[src/rtl/lsu_dcache_arb_if.sv]
// Request/response bundle between the two LSU requesters, the arbiter and the DCache port.
// slave is the arbiter's view; master is the view of everything around it.
interface lsu_dcache_arb_if #(
  parameter int REQ_W  = 128,
  parameter int RESP_W = 96
);
  logic              req0_valid_i;
  logic              req0_ready_o;
  logic [REQ_W-1:0]  req0_data_i;
  logic              req1_valid_i;
  logic              req1_ready_o;
  logic [REQ_W-1:0]  req1_data_i;
  logic              req1_urgent_i;
  logic              cache_valid_o;
  logic              cache_ready_i;
  logic [REQ_W-1:0]  cache_req_o;
  logic              cache_resp_valid_i;
  logic              cache_resp_ready_o;
  logic [RESP_W-1:0] cache_resp_i;
  logic              resp0_valid_o;
  logic              resp0_ready_i;
  logic [RESP_W-1:0] resp0_o;
  logic              resp1_valid_o;
  logic              resp1_ready_i;
  logic [RESP_W-1:0] resp1_o;

  modport slave (
    input  req0_valid_i, req0_data_i, req1_valid_i, req1_data_i, req1_urgent_i,
           cache_ready_i, cache_resp_valid_i, cache_resp_i, resp0_ready_i, resp1_ready_i,
    output req0_ready_o, req1_ready_o, cache_valid_o, cache_req_o, cache_resp_ready_o,
           resp0_valid_o, resp0_o, resp1_valid_o, resp1_o
  );

  modport master (
    output req0_valid_i, req0_data_i, req1_valid_i, req1_data_i, req1_urgent_i,
           cache_ready_i, cache_resp_valid_i, cache_resp_i, resp0_ready_i, resp1_ready_i,
    input  req0_ready_o, req1_ready_o, cache_valid_o, cache_req_o, cache_resp_ready_o,
           resp0_valid_o, resp0_o, resp1_valid_o, resp1_o
  );
endinterface

[src/rtl/lsu_dcache_arb.sv]
// Two-requester DCache port arbiter with an in-order owner/kill tag FIFO that steers
// responses back to the IQ or the store drain buffer and drops squashed IQ responses.
//
// state | meaning
// IDLE  | no pending offer; winner picked by urgency, then round-robin
// LOCK0 | IQ offer stalled by DCache; grant and payload held until handshake or flush
// LOCK1 | store-buffer offer stalled by DCache; held until handshake (flush-immune)
module lsu_dcache_arb #(
  parameter int REQ_W        = 128,
  parameter int RESP_W       = 96,
  parameter int MAX_INFLIGHT = 4,
  parameter int CNT_W        = $clog2(MAX_INFLIGHT) + 1
) (
  input  logic             clk,
  input  logic             rst_n,
  input  logic             flush,
  lsu_dcache_arb_if.slave  bus,
  output logic [CNT_W-1:0] inflight_cnt_o
);

  localparam int PTR_W = $clog2(MAX_INFLIGHT);

  typedef enum logic [1:0] {IDLE, LOCK0, LOCK1} lock_e;

  lock_e                   state_q, state_d, arb_state;
  logic                    last_grant_q, last_grant_d;
  logic [MAX_INFLIGHT-1:0] owner_q, kill_q;
  logic [PTR_W-1:0]        wr_ptr_q, rd_ptr_q;
  logic [CNT_W-1:0]        cnt_q;

  logic              full, empty, req0_eff;
  logic              win, win_valid, push, pop;
  logic              head_owner, head_kill;
  logic [REQ_W-1:0]  win_data;
  logic [RESP_W-1:0] resp_data;

  assign full       = (cnt_q == CNT_W'(MAX_INFLIGHT));
  assign empty      = (cnt_q == '0);
  assign req0_eff   = bus.req0_valid_i & ~flush;
  assign head_owner = owner_q[rd_ptr_q];
  assign head_kill  = kill_q[rd_ptr_q];

  // A flush releases an IQ lock in the same cycle so the store buffer can be served at once
  assign arb_state = (state_q == LOCK0 && flush) ? IDLE : state_q;

  always_comb begin
    win       = 1'b0;
    win_valid = 1'b0;
    case (arb_state)
      LOCK0: begin
        win       = 1'b0;
        win_valid = req0_eff;
      end
      LOCK1: begin
        win       = 1'b1;
        win_valid = bus.req1_valid_i;
      end
      default: begin
        if (bus.req1_urgent_i && bus.req1_valid_i) begin
          win       = 1'b1;
          win_valid = 1'b1;
        end else if (req0_eff && bus.req1_valid_i) begin
          win       = ~last_grant_q;
          win_valid = 1'b1;
        end else if (req0_eff) begin
          win       = 1'b0;
          win_valid = 1'b1;
        end else begin
          win       = 1'b1;
          win_valid = bus.req1_valid_i;
        end
      end
    endcase
  end

  assign win_data          = win ? bus.req1_data_i : bus.req0_data_i;
  assign bus.cache_valid_o = win_valid & ~full;
  assign bus.cache_req_o   = win_data;
  assign push              = bus.cache_valid_o & bus.cache_ready_i;
  assign bus.req0_ready_o  = push & ~win;
  assign bus.req1_ready_o  = push & win;

  always_comb begin
    state_d      = IDLE;
    last_grant_d = last_grant_q;
    if (push) begin
      state_d      = IDLE;
      last_grant_d = win;
    end else if (bus.cache_valid_o) begin
      state_d = win ? LOCK1 : LOCK0;
    end else if (full) begin
      state_d = arb_state;
    end
  end

  always_comb begin
    bus.resp0_valid_o      = 1'b0;
    bus.resp1_valid_o      = 1'b0;
    bus.cache_resp_ready_o = 1'b0;
    if (!empty) begin
      if (head_kill) begin
        bus.cache_resp_ready_o = 1'b1;
      end else if (head_owner) begin
        bus.resp1_valid_o      = bus.cache_resp_valid_i;
        bus.cache_resp_ready_o = bus.resp1_ready_i;
      end else begin
        bus.resp0_valid_o      = bus.cache_resp_valid_i;
        bus.cache_resp_ready_o = bus.resp0_ready_i;
      end
    end
  end

  assign resp_data   = bus.cache_resp_i;
  assign bus.resp0_o = resp_data;
  assign bus.resp1_o = resp_data;
  assign pop         = bus.cache_resp_valid_i & bus.cache_resp_ready_o & ~empty;

  always_ff @(posedge clk) begin
    if (!rst_n) begin
      state_q      <= IDLE;
      last_grant_q <= 1'b1;
      owner_q      <= '0;
      kill_q       <= '0;
      wr_ptr_q     <= '0;
      rd_ptr_q     <= '0;
      cnt_q        <= '0;
    end else begin
      state_q      <= state_d;
      last_grant_q <= last_grant_d;
      // Stale slots may get kill set too; a push always rewrites kill for its slot
      if (flush) kill_q <= kill_q | ~owner_q;
      if (push) begin
        owner_q[wr_ptr_q] <= win;
        kill_q[wr_ptr_q]  <= 1'b0;
        wr_ptr_q          <= wr_ptr_q + 1'b1;
      end
      if (pop) rd_ptr_q <= rd_ptr_q + 1'b1;
      case ({push, pop})
        2'b10:   cnt_q <= cnt_q + 1'b1;
        2'b01:   cnt_q <= cnt_q - 1'b1;
        default: cnt_q <= cnt_q;
      endcase
    end
  end

  assign inflight_cnt_o = cnt_q;

  always_ff @(posedge clk) begin
    if (rst_n) begin
      assert (!(bus.cache_resp_valid_i && empty));
      assert (!(bus.resp0_valid_o && bus.resp1_valid_o));
      assert (!(bus.req0_ready_o && bus.req1_ready_o));
    end
  end

endmodule
[src/flat_wrapper.sv]
// flat-port wrapper written by rule: the top's interface ports become plain ports
module lsu_dcache_arb_flat 
#(
  parameter int REQ_W        = 128,
  parameter int RESP_W       = 96,
  parameter int MAX_INFLIGHT = 4,
  parameter int CNT_W        = $clog2(MAX_INFLIGHT) + 1
)
  (clk, rst_n, flush, inflight_cnt_o, bus_req0_valid_i, bus_req0_data_i, bus_req1_valid_i, bus_req1_data_i, bus_req1_urgent_i, bus_cache_ready_i, bus_cache_resp_valid_i, bus_cache_resp_i, bus_resp0_ready_i, bus_resp1_ready_i, bus_req0_ready_o, bus_req1_ready_o, bus_cache_valid_o, bus_cache_req_o, bus_cache_resp_ready_o, bus_resp0_valid_o, bus_resp0_o, bus_resp1_valid_o, bus_resp1_o);
  lsu_dcache_arb_if #(.REQ_W(REQ_W), .RESP_W(RESP_W)) bus_i ();
  input  logic clk;
  input  logic rst_n;
  input  logic flush;
  output logic [CNT_W-1:0] inflight_cnt_o;
  input wire logic [$bits(bus_i.req0_valid_i)-1:0] bus_req0_valid_i;
  input wire logic [$bits(bus_i.req0_data_i)-1:0] bus_req0_data_i;
  input wire logic [$bits(bus_i.req1_valid_i)-1:0] bus_req1_valid_i;
  input wire logic [$bits(bus_i.req1_data_i)-1:0] bus_req1_data_i;
  input wire logic [$bits(bus_i.req1_urgent_i)-1:0] bus_req1_urgent_i;
  input wire logic [$bits(bus_i.cache_ready_i)-1:0] bus_cache_ready_i;
  input wire logic [$bits(bus_i.cache_resp_valid_i)-1:0] bus_cache_resp_valid_i;
  input wire logic [$bits(bus_i.cache_resp_i)-1:0] bus_cache_resp_i;
  input wire logic [$bits(bus_i.resp0_ready_i)-1:0] bus_resp0_ready_i;
  input wire logic [$bits(bus_i.resp1_ready_i)-1:0] bus_resp1_ready_i;
  output wire logic [$bits(bus_i.req0_ready_o)-1:0] bus_req0_ready_o;
  output wire logic [$bits(bus_i.req1_ready_o)-1:0] bus_req1_ready_o;
  output wire logic [$bits(bus_i.cache_valid_o)-1:0] bus_cache_valid_o;
  output wire logic [$bits(bus_i.cache_req_o)-1:0] bus_cache_req_o;
  output wire logic [$bits(bus_i.cache_resp_ready_o)-1:0] bus_cache_resp_ready_o;
  output wire logic [$bits(bus_i.resp0_valid_o)-1:0] bus_resp0_valid_o;
  output wire logic [$bits(bus_i.resp0_o)-1:0] bus_resp0_o;
  output wire logic [$bits(bus_i.resp1_valid_o)-1:0] bus_resp1_valid_o;
  output wire logic [$bits(bus_i.resp1_o)-1:0] bus_resp1_o;
  assign bus_i.req0_valid_i = bus_req0_valid_i;
  assign bus_i.req0_data_i = bus_req0_data_i;
  assign bus_i.req1_valid_i = bus_req1_valid_i;
  assign bus_i.req1_data_i = bus_req1_data_i;
  assign bus_i.req1_urgent_i = bus_req1_urgent_i;
  assign bus_i.cache_ready_i = bus_cache_ready_i;
  assign bus_i.cache_resp_valid_i = bus_cache_resp_valid_i;
  assign bus_i.cache_resp_i = bus_cache_resp_i;
  assign bus_i.resp0_ready_i = bus_resp0_ready_i;
  assign bus_i.resp1_ready_i = bus_resp1_ready_i;
  assign bus_req0_ready_o = bus_i.req0_ready_o;
  assign bus_req1_ready_o = bus_i.req1_ready_o;
  assign bus_cache_valid_o = bus_i.cache_valid_o;
  assign bus_cache_req_o = bus_i.cache_req_o;
  assign bus_cache_resp_ready_o = bus_i.cache_resp_ready_o;
  assign bus_resp0_valid_o = bus_i.resp0_valid_o;
  assign bus_resp0_o = bus_i.resp0_o;
  assign bus_resp1_valid_o = bus_i.resp1_valid_o;
  assign bus_resp1_o = bus_i.resp1_o;
  lsu_dcache_arb #(.REQ_W(REQ_W), .RESP_W(RESP_W), .MAX_INFLIGHT(MAX_INFLIGHT), .CNT_W(CNT_W)) u_core (.clk(clk), .rst_n(rst_n), .flush(flush), .bus(bus_i), .inflight_cnt_o(inflight_cnt_o));
endmodule
[config.mk]
export PLATFORM = sky130hd
export DESIGN_NAME = lsu_dcache_arb_flat
export DESIGN_NICKNAME = d
export VERILOG_FILES = /design/src/rtl/lsu_dcache_arb_if.sv /design/src/rtl/lsu_dcache_arb.sv /design/src/flat_wrapper.sv
export SDC_FILE = /design/constraint.sdc
export NUM_CORES = 1
export LEC_CHECK = 0
export BUFFER_PORTS_ARGS = -buffer_cell sky130_fd_sc_hd__buf_2
export CAP_MARGIN = 20
export CORE_AREA = 2 2 268 270
export CTS_CLUSTER_SIZE = 40
export DETAILED_ROUTE_END_ITERATION = 6
export DIE_AREA = 0 0 270 272
export PLACE_DENSITY = 0.32
export SETUP_SLACK_MARGIN = 0.05
export SLEW_MARGIN = 15
export SYNTH_ARGS = -nofsm -noshare
export SYNTH_HDL_FRONTEND = slang
export SYNTH_SLANG_ARGS = --single-unit
[constraint.sdc]
create_clock -name clk -period 4.48 [get_ports clk]
set_input_delay 0.896 -clock clk [delete_from_list [all_inputs] [get_ports clk]]
set_output_delay 0.896 -clock clk [all_outputs]
set_load 0.005 [all_outputs]
* Yosys cells after proc, flatten, opt, wreduce, memory -nomap -nowiden
Index checks and enable logic that the tools add are counted.
** Operators by class
- Add/sub/neg operators :: 4
- $mul :: 0
- Div/mod/pow operators :: 0
- Order comparisons :: 3
- Equality and inequality tests :: 6
- Shift-type cells :: 0
- Muxes and demuxes :: 33
- Bitwise operators :: 17
- Reductions and logical operators :: 7
** Operators with widths (number)
- $mux 128 :: 1
- $mux 1 :: 18
- $mux 4 :: 3
- $mux 2 :: 4
- $not 4->4 :: 2
- $and 1x1->1 :: 7
- $eq 2x1->1 const B :: 3
- $lt 2x3->1 const B :: 2
- $not 1->1 :: 6
- $pmux 3 s2 :: 1
- $add 2x1->2 const B :: 2
- $and 4x4->4 :: 1
- $bmux 1 s2 :: 2
- $bwmux 4 :: 1
- $eq 2x2->1 const B :: 2
- $logic_and 1x1->1 :: 4
- $or 4x4->4 :: 1
- $pmux 1 s2 :: 2
- $add 3x1->3 const B :: 1
- $eq 3x3->1 const B :: 1
- $logic_not 3->1 :: 1
- $sub 3x1->3 const B :: 1
- $demux 1 s2 :: 1
- $ge 2x1->1 const B :: 1
- other kinds (2) :: 2
** Word-level totals
- Register bits after elaboration :: 18
- Latch bits :: 0
- RAM bits :: 0
- Bits in read-only memories :: 0
- Bits of input ports :: 362
- Output and inout port bits :: 329
- Word-level logic and storage cells :: 77
- Memories kept :: 0

* Depth between registers and ports, before layout
Gate-level depths: netlist of run 1.
- Depth after elaboration :: 10
- Gate-level depth with buffers :: 14
- Mapped depth without buffers :: 14

* Least setup slack after synthesis of run 1
Ideal clock, no wire load.
- Kind :: input -> register
- Start point :: input port flush
- End point :: register u_core.cnt_q[2], in the netlist u_core.inflight_cnt_o[2]
- Setup time :: 0.070 ns
- Arrival :: 3.318 ns
- Data required time :: 4.410 ns
- Slack :: 1.092 ns
- Cell stages on the path :: 12
- Path buffers :: 0
- Path through :: a21boi_0 > ha_1 > o21ai_0 > o21a_1 > nor3_4 > inv_1 > ha_1 > inv_1 > fa_1 > xor2_1 > or3_1 > a21oi_1
** On the way
- Longest elaborated chain between the ends :: 10
- Elaborated cells on any way between the ends :: 17
- Those cells by class :: 4 x eq/ne; 6 x mux; 4 x bitwise; 3 x reduce/logical
** Ends and longest elaborated chain
- start, declared :: line flat_wrapper.sv:13 : input logic flush;
- $not 1->1 :: line lsu_dcache_arb.sv:39 : assign req0_eff = bus.req0_valid_i & ~flush;
- $and 1x1->1 :: line lsu_dcache_arb.sv:39
- $mux 1 or $logic_and 1x1->1 (tied branches) :: line lsu_dcache_arb.sv:65, lsu_dcache_arb.sv:62
- $mux 1 :: line lsu_dcache_arb.sv:62 : end else if (req0_eff && bus.req1_valid_i) begin
- $mux 1 :: line lsu_dcache_arb.sv:59 : if (bus.req1_urgent_i && bus.req1_valid_i) begin
- $pmux 1 s2 (*) :: line lsu_dcache_arb.sv:49 : case (arb_state)
- $and 1x1->1 (*) :: line lsu_dcache_arb.sv:77 : assign bus.cache_valid_o = win_valid & ~full;
- $and 1x1->1 (*) :: line lsu_dcache_arb.sv:79 : assign push = bus.cache_valid_o & bus.cache_ready_i;
- $eq 2x1->1 or $eq 2x2->1 (tied branches) :: line lsu_dcache_arb.sv:138 : case ({push, pop})
- $pmux 3 s2 or $reduce_bool 2->1 (tied branches)
- end signal, assigned :: line lsu_dcache_arb.sv:139 : 2'b10: cnt_q <= cnt_q + 1'b1;
- end signal, assigned :: line lsu_dcache_arb.sv:140 : 2'b01: cnt_q <= cnt_q - 1'b1;
- end signal, assigned :: line lsu_dcache_arb.sv:141 : default: cnt_q <= cnt_q;
- end, declared :: line lsu_dcache_arb.sv:29 : logic [CNT_W-1:0] cnt_q;
Mark *: on every way between the ends. The rest lies on a longest branch, timed or not.
A chain may end at the register's enable or synchronous reset.

* Final worst setup path of run 1
- Start point :: input port flush
- End point :: output port bus_cache_req_o[79]
** On the way
- Longest elaborated chain between the ends :: 7
- Elaborated cells on any way between the ends :: 12
- Those cells by class :: 2 x eq/ne; 6 x mux; 2 x bitwise; 2 x reduce/logical
** Ends and longest elaborated chain
- $not 1->1 :: line lsu_dcache_arb.sv:39
- $and 1x1->1 :: line lsu_dcache_arb.sv:39
- $mux 1 or $logic_and 1x1->1 (tied branches) :: line lsu_dcache_arb.sv:65, lsu_dcache_arb.sv:62
- $mux 1 :: line lsu_dcache_arb.sv:62
- $mux 1 :: line lsu_dcache_arb.sv:59
- $pmux 1 s2 (*) :: line lsu_dcache_arb.sv:49
- $mux 128 (*) :: line lsu_dcache_arb.sv:76 : assign win_data = win ? bus.req1_data_i : bus.req0_data_i;
- end, declared :: line flat_wrapper.sv:28 : output wire logic [$bits(bus_i.cache_req_o)-1:0] bus_cache_req_o;
Marked as above.

==> flow_metrics.py, run 1 <==
metrics = {
    "outcome": {
        "status": "completed",
    },
    "sta": {
        "max_freq_mhz": 245,
        "worst_slew_pin_slew_ns": 0.687,
        "setup_viol": 0,
        "final.min_clock_period_ns": 4.07,
        "tns_ns": 0,
        "rsz0062_at_grt": "no",
        "whs_ns": 0.508,
        "final.setup_skew_ns": 0.00638,
        "finalHoldViolations": 0,
        "final-max-slew-violation-count": 0,
        "fin_crit_sh_pct": 90.9,
        "relSlewSlack_pct": 53.9,
    },
    "critical_path": {
        "slowest_stage": "mux2_1",
        "r2r_end": "u_core.inflight_cnt_o[2]",
        "arrival_ns": 3.18,
        "r2r_slack_ns": 1.28,
        "critPathTopFamily": "buffers and inverters",
        "startpoint_type": "input pin",
        "cp-end-kind": "primary output",
        "max_stage_delay_ns": 0.44,
        "path_class": "in2out",
        "rr_startpoint": "u_core.state_q[1]",
        "cp_cell_sequence": "buf_2, a21boi_0, ha_1, nor2_1, nor2_4, buf_12, buf_12, mux2_1, buf_2",
        "critPathLaunch": "flush",
        "rr_worst_depth": 13,
        "crit_fanout": 48,
        "worstPathRequired_ns": 3.58,
        "cp_num_buf_inv": 4,
    },
    "yosys": {
        "synth_common_cells": "buf_4 (192), mux2_1 (65), mux2_2 (63)",
        "synth_area_um2": 4110,
        "synth_seq_cells": 18,
        "synth_most_common_cell": "buf_4",
        "synth_edf_count": 0,
        "synth_flop_cell": "dfxtp_1",
        "netlist.area_leader.share_pct": 35.0,
        "synth_nets": 832,
        "yosysSeqAreaShare_pct": 8.76,
        "yosysUniqueCellTypes": 42,
        "synth_top_cell_by_area": "buf_4",
        "yosys-top-cells-area": "buf_4 (35%), mux2_1 (18%), mux2_2 (17%)",
        "syn_area_per_cell_um2": 8.90,
        "synthCells": 462,
        "ys_warn_count": 0,
        "async_reset_ff_share_pct": 0,
    },
    "route": {
        "wirelength_um": 19200,
        "final_antenna_net_count": 0,
        "drc_errors": 0,
        "via_per_inst": 2.50,
        "vias": 4061,
        "firstDrtPassIters": 4,
        "drt_iter0_drc": 130,
        "routedWlPerCell_um": 11.9,
    },
    "min_path": {
        "hp-class": "reg2reg",
        "min_from": "u_core.wr_ptr_q[1]",
        "whs_path_depth": 2,
        "hold_end": "u_core.wr_ptr_q[1]",
    },
    "power_and_ir_drop": {
        "swShare_pct": 39.9,
        "pwr-share-seq_pct": 15.6,
        "power_frac_comb_pct": 70.6,
        "internal_power_w": 0.000866,
        "p_switching_w": 0.000576,
        "p_per_area_nw_per_um2": 242,
        "vdd_drop_max_uv": 141,
        "p_clk_share_pct": 13.9,
        "p_leak_nw": 2.67,
    },
    "job": {
        "max_cap_viol_count": 0,
    },
    "global_route": {
        "overflow": 0,
        "grt_usage_pct": 4.76,
        "antenna_found_initial": 8,
        "grt_pass1_wl_um": 26400,
        "grt_pass1_vias": 4198,
        "grt_max_degree": 49,
    },
    "floorplan": {
        "fp.dieArea_um2": 73400,
        "die_height_um": 272,
        "fp.dieW_um": 270,
        "coreArea_um2": 70800,
        "pin_count": 691,
        "num_rows": 98,
        "initial_core_util_pct": 5.81,
    },
    "placement": {
        "dp_hpwl_um": 17400,
        "place_area_um2": 5850,
        "gp_congestion": 0.850,
        "place.port_buffers": 402,
    },
    "final_layout": {
        "drive_above_1_share_pct": 72.8,
        "stdcell_area_um2": 5950,
        "area.growth.synth_to_final_pct": 44.7,
        "fill_cells": 8300,
        "layout.nets": 1041,
        "regArea_um2": 360,
        "multi_input_area_um2": 2140,
    },
    "clock_tree": {
        "cts.sink_count": 18,
        "post_cts_resized": 0,
        "numCtsBuffers": 3,
        "root_buffer": "clkbuf_16",
        "cts_hold_buf": 0,
        "clk_pin_slew_ns": 0.06,
        "worstSkewPairLatency_ns": 0.25,
        "cts_max_path_buffers": 2,
        "cts_max_level": 1,
        "post_cts_buffers": 0,
        "cts_tree": "done",
    },
}
[per-stage QoR]
stage / cells / utilization, % / setup slack, ns / total power (W)
6_report: 1624 / 8.41 / 0.406 / 0.00144
4_1_cts: 1620 / 8.40 / 0.413 / 0.00147
3_5_place_dp: 1616 / 8.27 / 0.418 / 0.00126
5_1_grt: 1621 / 8.40 / 0.302 / 0.00156
3_3_place_gp: 1616 / 8.27 / 0.396 / 0.00127
2_1_floorplan: 462 / - / 1.09 / 0.000927
[power by group through the flow]
stage | registers, W | clock network, W | logic [W]
after floorplan | 0.000218 | 0 | 0.000710
after global placement | 0.000229 | 0 | 0.00104
after detailed placement | 0.000228 | 0 | 0.00103
after CTS | 0.000225 | 0.000207 | 0.00104
after global routing | 0.000232 | 0.000214 | 0.00111
final | 0.000224 | 0.000200 | 0.00102
[layer usage]
layer	GRT usage, %	routed length [um]	up-vias
met4	1.35	744	8
li1	-	-	1813
met5	0.770	85	-
met1	4.96	6770	1792
met3	2.89	3160	46
met2	7.95	8490	402
[cell usage in the layout (no fill, tap or decap), types with 6 or more instances in the layout]
cell type,n
buf_2,402
mux2_1,65
mux2_2,63
dfxtp_1,18
nor2_1,14
inv_1,13
buf_4,9
a21oi_1,8
nand2_1,8
ha_1,7
o21ai_0,6
[worst max path at each step]
stage / cells past startpoint / end
6_report: 9 / bus_cache_req_o[79]
5_1_grt: 9 / bus_cache_req_o[79]
4_1_cts: 9 / bus_cache_req_o[79]
3_5_place_dp: 9 / bus_cache_req_o[79]
3_3_place_gp: 9 / bus_cache_req_o[79]
2_1_floorplan: 12 / u_core.inflight_cnt_o[2]
[worst min-delay path, stage by stage (launching register included)]
cell,delay (ns)
dfxtp_1,0.33
o31ai_1,0.07
a21oi_1,0.06
[cells by family (layout without fill, tap and decap cells)]
logic type,Yosys count,in the layout,synth area share [%]
buf+inv,222,430,39.4
xor+xnor,2,2,0.426
simple gates,46,46,6.20
compound gates,35,35,6.20
other cells,0,4,0
mux,131,131,36.4
fa+ha+maj,8,8,2.62
flops,18,18,8.76
[sequential cells by signal, summed over array words and instances, names as in the netlist]
| name | cells |
|---|---|
| u_core.state_q | 2 |
| u_core.owner_q | 4 |
| u_core.last_grant_q | 1 |
| u_core.kill_q | 4 |
| u_core.inflight_cnt_o | 3 |
| u_core.wr_ptr_q | 2 |
| u_core.rd_ptr_q | 2 |
[cell type report]
| class | instances | share of cell area [%] |
|---|---|---|
| Antenna cell | 4 | 0.168 |
| Multi-Input combinational cell | 222 | 35.9 |
| Timing Repair Buffer | 413 | 35.6 |
| Sequential cell | 18 | 6.05 |
| Clock buffer | 4 | 1.49 |
| Inverter | 13 | 0.820 |
| Tap cell | 950 | 20.0 |
Power figures use the tool's default switching activity.
==> run 2, diff against run 1 <==
CORE_AREA = 2 2 267 269   (was 2 2 268 270)
DIE_AREA = 0 0 269 271   (was 0 0 270 272)
PLACE_DENSITY = 0.33   (was 0.32)
clock period = 3.5 ns   (was 4.48 ns; I/O delays follow)
==> run 2 against run 1 <==
Compared with the run above:
- sequential power increased by 29%
- core utilization increased by 0.21 points
- routed wire length decreased by 5.2%
- total power increased by 30%
- clock skew about the same
- sequential share of layout area decreased by 0.067 points
- non-clock buffer count increased by 9
- highest routed layer is now met4
- via count increased by 0.54%
- register-to-register slack got worse by 0.71 ns
- clock power increased by 28%
- sequential cell count unchanged
- critical path depth increased by 1
==> flow_metrics.py, run 2 (synthesized netlist as in run 1, its figures left out) <==
metrics = {
    "critical_path": {
        "arrival_ns": 2.57,
        "rr_startpoint": "u_core.rd_ptr_q[0]",
        "worstPathRequired_ns": 2.80,
        "r2r_end": "u_core.inflight_cnt_o[2]",
        "slowest_stage": "mux2_1",
        "startpoint_type": "input pin",
        "path_class": "in2out",
        "max_stage_delay_ns": 0.39,
        "crit_fanout": 20,
        "r2r_slack_ns": 0.57,
        "cp-end-kind": "primary output",
        "cp_cell_sequence": "buf_2, a21boi_2, ha_1, inv_1, a211oi_4, nor2_4, buf_12, buf_12, mux2_1, buf_2",
        "rr_worst_depth": 10,
    },
    "route": {
        "route.met3.wl_um": 3000,
        "routedWlPerCell_um": 11.3,
        "drc_errors": 0,
        "wirelength_um": 18300,
        "via_per_inst": 2.52,
        "wl_met1_um": 5590,
        "drt_iter0_drc": 112,
        "route.met2.wl_um": 8670,
        "top_layer": "met4",
        "vias": 4083,
        "firstDrtPassIters": 4,
        "final_antenna_net_count": 0,
    },
    "floorplan": {
        "initial_core_util_pct": 5.90,
        "num_rows": 97,
        "die_height_um": 271,
        "fp.dieW_um": 269,
        "fp.dieArea_um2": 72900,
        "pin_count": 691,
        "coreArea_um2": 69800,
    },
    "sta": {
        "worst_slew_pin_slew_ns": 0.654,
        "finalHoldViolations": 0,
        "relSlewSlack_pct": 56.0,
        "fin_crit_sh_pct": 93.4,
        "final.min_clock_period_ns": 3.27,
        "setup_viol": 0,
        "rsz0062_at_grt": "no",
        "final-max-slew-violation-count": 0,
        "final.setup_skew_ns": 0.00632,
        "setup_ws_ns": 0.232,
        "max_freq_mhz": 306,
    },
    "power_and_ir_drop": {
        "p_leak_nw": 2.72,
        "p_per_area_nw_per_um2": 311,
        "vdd_drop_max_uv": 194,
    },
    "clock_tree": {
        "root_buffer": "clkbuf_16",
        "clk_pin_slew_ns": 0.06,
        "cts_hold_buf": 0,
        "numCtsBuffers": 3,
        "cts_tree": "done",
        "worstSkewPairLatency_ns": 0.25,
        "cts.sink_count": 18,
        "cts_max_level": 1,
        "cts_max_path_buffers": 2,
    },
    "final_layout": {
        "area.growth.synth_to_final_pct": 46.3,
        "stdcell_area_um2": 6020,
        "layout.nets": 1050,
        "final_common_cell": "buf_2",
        "drive_above_1_share_pct": 73.3,
        "layout_common_cells": "buf_2 (402), mux2_1 (65), mux2_2 (63), dfxtp_1 (18), buf_4 (17)",
        "fill_cells": 8175,
        "utilization_pct": 8.63,
    },
    "placement": {
        "place.port_buffers": 402,
        "gp_congestion": 0.833,
        "place_area_um2": 5910,
        "dp_slack_ns": -0.00748,
        "dp_hpwl_um": 16100,
    },
    "global_route": {
        "overflow": 0,
        "grt_pass1_wl_um": 23500,
        "antenna_found_initial": 8,
        "grt_max_degree": 45,
        "grt_usage_pct": 4.33,
        "grt_pass1_vias": 3920,
    },
    "min_path": {
        "hp-class": "reg2reg",
        "whs_path_depth": 2,
        "hold_end": "u_core.wr_ptr_q[1]",
        "min_from": "u_core.wr_ptr_q[1]",
    },
    "job": {
        "max_cap_viol_count": 0,
    },
    "outcome": {
        "status": "completed",
    },
}
[run 2: cell count changes in the layout (fill, tap and decap cells not counted), sizes merged]
cell   delta
buf       +9
diode     -2
[run 2: worst max-delay path by stage]
stage          startpoint                        to  slack (ns)  depth (start not counted)
2_1_floorplan       flush  u_core.inflight_cnt_o[2]        0.31                         12
3_3_place_gp        flush       bus_cache_req_o[58]        0.04                         10
3_5_place_dp        flush       bus_cache_req_o[58]      -0.007                         10
4_1_cts             flush       bus_cache_req_o[58]        0.09                         10
5_1_grt             flush       bus_cache_req_o[58]        0.11                         10
6_report            flush       bus_cache_req_o[58]        0.23                         10
[run 2: area by class of cell]
class | instances | area (um^2) | area share (%)
Antenna cell | 2 | 5.00 | 0.0831
Clock buffer | 4 | 88.8 | 1.48
Sequential cell | 18 | 360 | 5.99
Tap cell | 940 | 1180 | 19.5
Timing Repair Buffer | 422 | 2200 | 36.5
Multi-Input combinational cell | 222 | 2140 | 35.6
Inverter | 13 | 48.8 | 0.811
[run 2: timing repair]
item / 4_1_cts / 5_1_grt
endpoints found under the hold margin: 0 / 0
resized for setup: 1 / 1
endpoints found under the setup margin: 5 / 4
pin swaps: 0 / 1
buffers inserted: 0 / 1
[run 2: metal layers]
layer	GRT usage [%]	vias to the layer above
li1	-	1834
met1	3.69	1740
met2	8.02	445
met3	2.15	64
met4	2.49	0
met5	0	-
[run 2: report_power, final]
group          switching (W)  internal, W  total (W)
Sequential         0.0000488     0.000239   0.000288
Clock              0.0000818     0.000174   0.000256
Combinational       0.000603     0.000728    0.00133
[run 2: through the flow]
stage	power (W)	hold WS, ns	TNS [ns]	cells
finish	0.00187	0.516	0	1621
global route	0.00204	0.548	0	1621
CTS	0.00191	0.516	0	1618
detailed placement	0.00164	0.508	-0.00748	1614
global placement	0.00164	0.504	0	1614
floorplan	0.00119	0.470	0	462
[run 2: critical path: cells and delay by family]
kind	cells	cell delay, ns
AND/OR/NAND/NOR	1	0.15
AO/OA/AOI/OAI	2	0.25
adder cells (fa/ha/maj)	1	0.29
buffers and inverters	5	0.76
multiplexers	1	0.39
==> run 3, diff against run 2 <==
REMOVE_ABC_BUFFERS = 1   (was default)
SKIP_LAST_GASP = 1   (was default)
==> run 3 against run 2 <==
Compared with the run above:
- total power grew 1.0%
- global-route usage grew 12 points
- clock power is essentially flat
- design area grew 1.2%
- largest cell class unchanged
- sequential power shrank 2%
- die area is the same
- sequential cell count is the same
- critical path depth is the same
- first-iteration DRC count grew 140%
- via count grew 19%
==> flow_metrics.py, run 3 (synthesized netlist as in run 1, its figures left out) <==
metrics = {
    "power_and_ir_drop": {
        "pwr-share-seq_pct": 14.9,
        "vdd_drop_max_uv": 143,
        "internal_power_w": 0.00115,
        "swShare_pct": 39.1,
        "p_per_area_nw_per_um2": 311,
        "power_frac_comb_pct": 71.6,
        "p_clk_share_pct": 13.5,
        "p_switching_w": 0.000741,
        "p_leak_nw": 2.74,
    },
    "final_layout": {
        "final_common_cell": "buf_2",
        "layout.nets": 1054,
        "layout_common_cells": "buf_2 (402), mux2_1 (65), mux2_2 (63), buf_4 (21), dfxtp_1 (18)",
        "area.growth.synth_to_final_pct": 48.1,
        "stdcell_area_um2": 6090,
        "drive_above_1_share_pct": 73.4,
        "stdcell_count": 1643,
    },
    "sta": {
        "relSlewSlack_pct": 56.3,
        "setup_viol": 0,
        "fin_crit_sh_pct": 94.0,
        "final.setup_skew_ns": 0.00630,
        "final-max-slew-violation-count": 0,
        "rsz0062_at_grt": "no",
        "finalHoldViolations": 0,
        "worst_slew_pin_slew_ns": 0.650,
        "max_freq_mhz": 304,
        "final.min_clock_period_ns": 3.29,
    },
    "global_route": {
        "antenna_found_initial": 35,
        "grt_usage_pct": 16.0,
        "overflow": 0,
        "grt_max_degree": 32,
        "grt_pass1_wl_um": 69400,
        "grt_pass1_vias": 4508,
    },
    "floorplan": {
        "die_height_um": 271,
        "coreArea_um2": 69800,
        "initial_core_util_pct": 5.90,
        "num_rows": 97,
        "fp.dieArea_um2": 72900,
        "pin_count": 691,
        "fp.dieW_um": 269,
    },
    "route": {
        "via_per_inst": 2.96,
        "drt_iter0_drc": 269,
        "firstDrtPassIters": 4,
        "wirelength_um": 61500,
        "routedWlPerCell_um": 37.4,
        "drc_errors": 0,
        "final_antenna_net_count": 0,
        "vias": 4869,
    },
    "clock_tree": {
        "cts_max_path_buffers": 2,
        "post_cts_resized": 0,
        "numCtsBuffers": 3,
        "clk_pin_slew_ns": 0.06,
        "cts_tree": "done",
        "cts.sink_count": 18,
        "worstSkewPairLatency_ns": 0.25,
        "cts_max_level": 1,
        "cts_hold_buf": 0,
        "post_cts_buffers": 0,
        "root_buffer": "clkbuf_16",
    },
    "critical_path": {
        "path_class": "in2out",
        "startpoint_type": "input pin",
        "arrival_ns": 2.59,
        "cp_cell_sequence": "buf_2, a21boi_1, ha_1, inv_1, a211oi_4, nor2_4, buf_12, buf_12, mux2_2, buf_2",
        "max_stage_delay_ns": 0.35,
        "crit_fanout": 29,
        "critPathTopFamily": "buffers and inverters",
        "cp_num_buf_inv": 5,
        "slowest_stage": "mux2_2",
        "cp-end-kind": "primary output",
        "worstPathRequired_ns": 2.80,
    },
    "job": {
        "max_cap_viol_count": 0,
    },
    "placement": {
        "place.port_buffers": 402,
        "place_area_um2": 5950,
        "place_inst": 1619,
        "dp_hpwl_um": 56800,
        "gp_congestion": 0.912,
    },
    "min_path": {
        "hp-class": "reg2reg",
    },
    "outcome": {
        "status": "completed",
    },
}
==> run 3: cell count changes in the layout (fill, tap and decap cells not counted) <==
cell / delta
a21boi_1: +1
a21boi_2: -1
buf_4: +4
diode_2: +18
==> run 3: worst min-delay path, stage by stage, from the launching register on <==
cell	delay [ns]
dfxtp_1	0.32
o31ai_1	0.07
o311ai_1	0.08
==> run 3: per-layer routing <==
layer | track usage [%] | vias to the layer above | part of all wire, %
li1 | - | 1869 | -
met1 | 8.81 | 2027 | 21
met2 | 25.9 | 855 | 45
met3 | 21.0 | 80 | 28
met4 | 6.11 | 38 | 4.5
met5 | 13.9 | - | 2.4
==> run 3: per-stage QoR <==
stage	total power, W	hold WS [ns]	util (%)	setup TNS (ns)	setup slack, ns
floorplan	0.000973	0.468	-	-337.18	-2.64
global placement	0.00165	0.484	8.53	0	0.148
detailed placement	0.00166	0.499	8.53	0	0.110
CTS	0.00193	0.512	8.66	0	0.0970
global route	0.00204	0.536	8.70	0	0.0532
finish	0.00189	0.509	8.73	0	0.209
==> run 3: worst paths after layout <==
path | from | end | slack, ns | depth (start not counted)
min | u_core.last_grant_q | u_core.last_grant_q | 0.51 | 2
max reg2reg | u_core.state_q[1] | u_core.inflight_cnt_o[2] | 0.66 | 15
min reg2reg | u_core.last_grant_q | u_core.last_grant_q | 0.51 | 2
max | flush | bus_cache_req_o[7] | 0.21 | 10
==> run 3: power groups by stage <==
stage / clock, W / sequential, W / combinational [W]
floorplan: 0 / 0.000279 / 0.000695
global placement: 0 / 0.000288 / 0.00136
detailed placement: 0 / 0.000288 / 0.00137
CTS: 0.000268 / 0.000283 / 0.00138
global route: 0.000276 / 0.000291 / 0.00148
finish: 0.000255 / 0.000282 / 0.00136
==> run 3: layout make-up <==
class / count / area (um^2)
repair buffers: 426 / 2230
flip-flops and latches: 18 / 360
clock buffers: 4 / 88.8
multi-input cells: 222 / 2140
diodes: 20 / 50.0
fillers: 8211 / 63700
well taps: 940 / 1180
inverters: 13 / 48.8
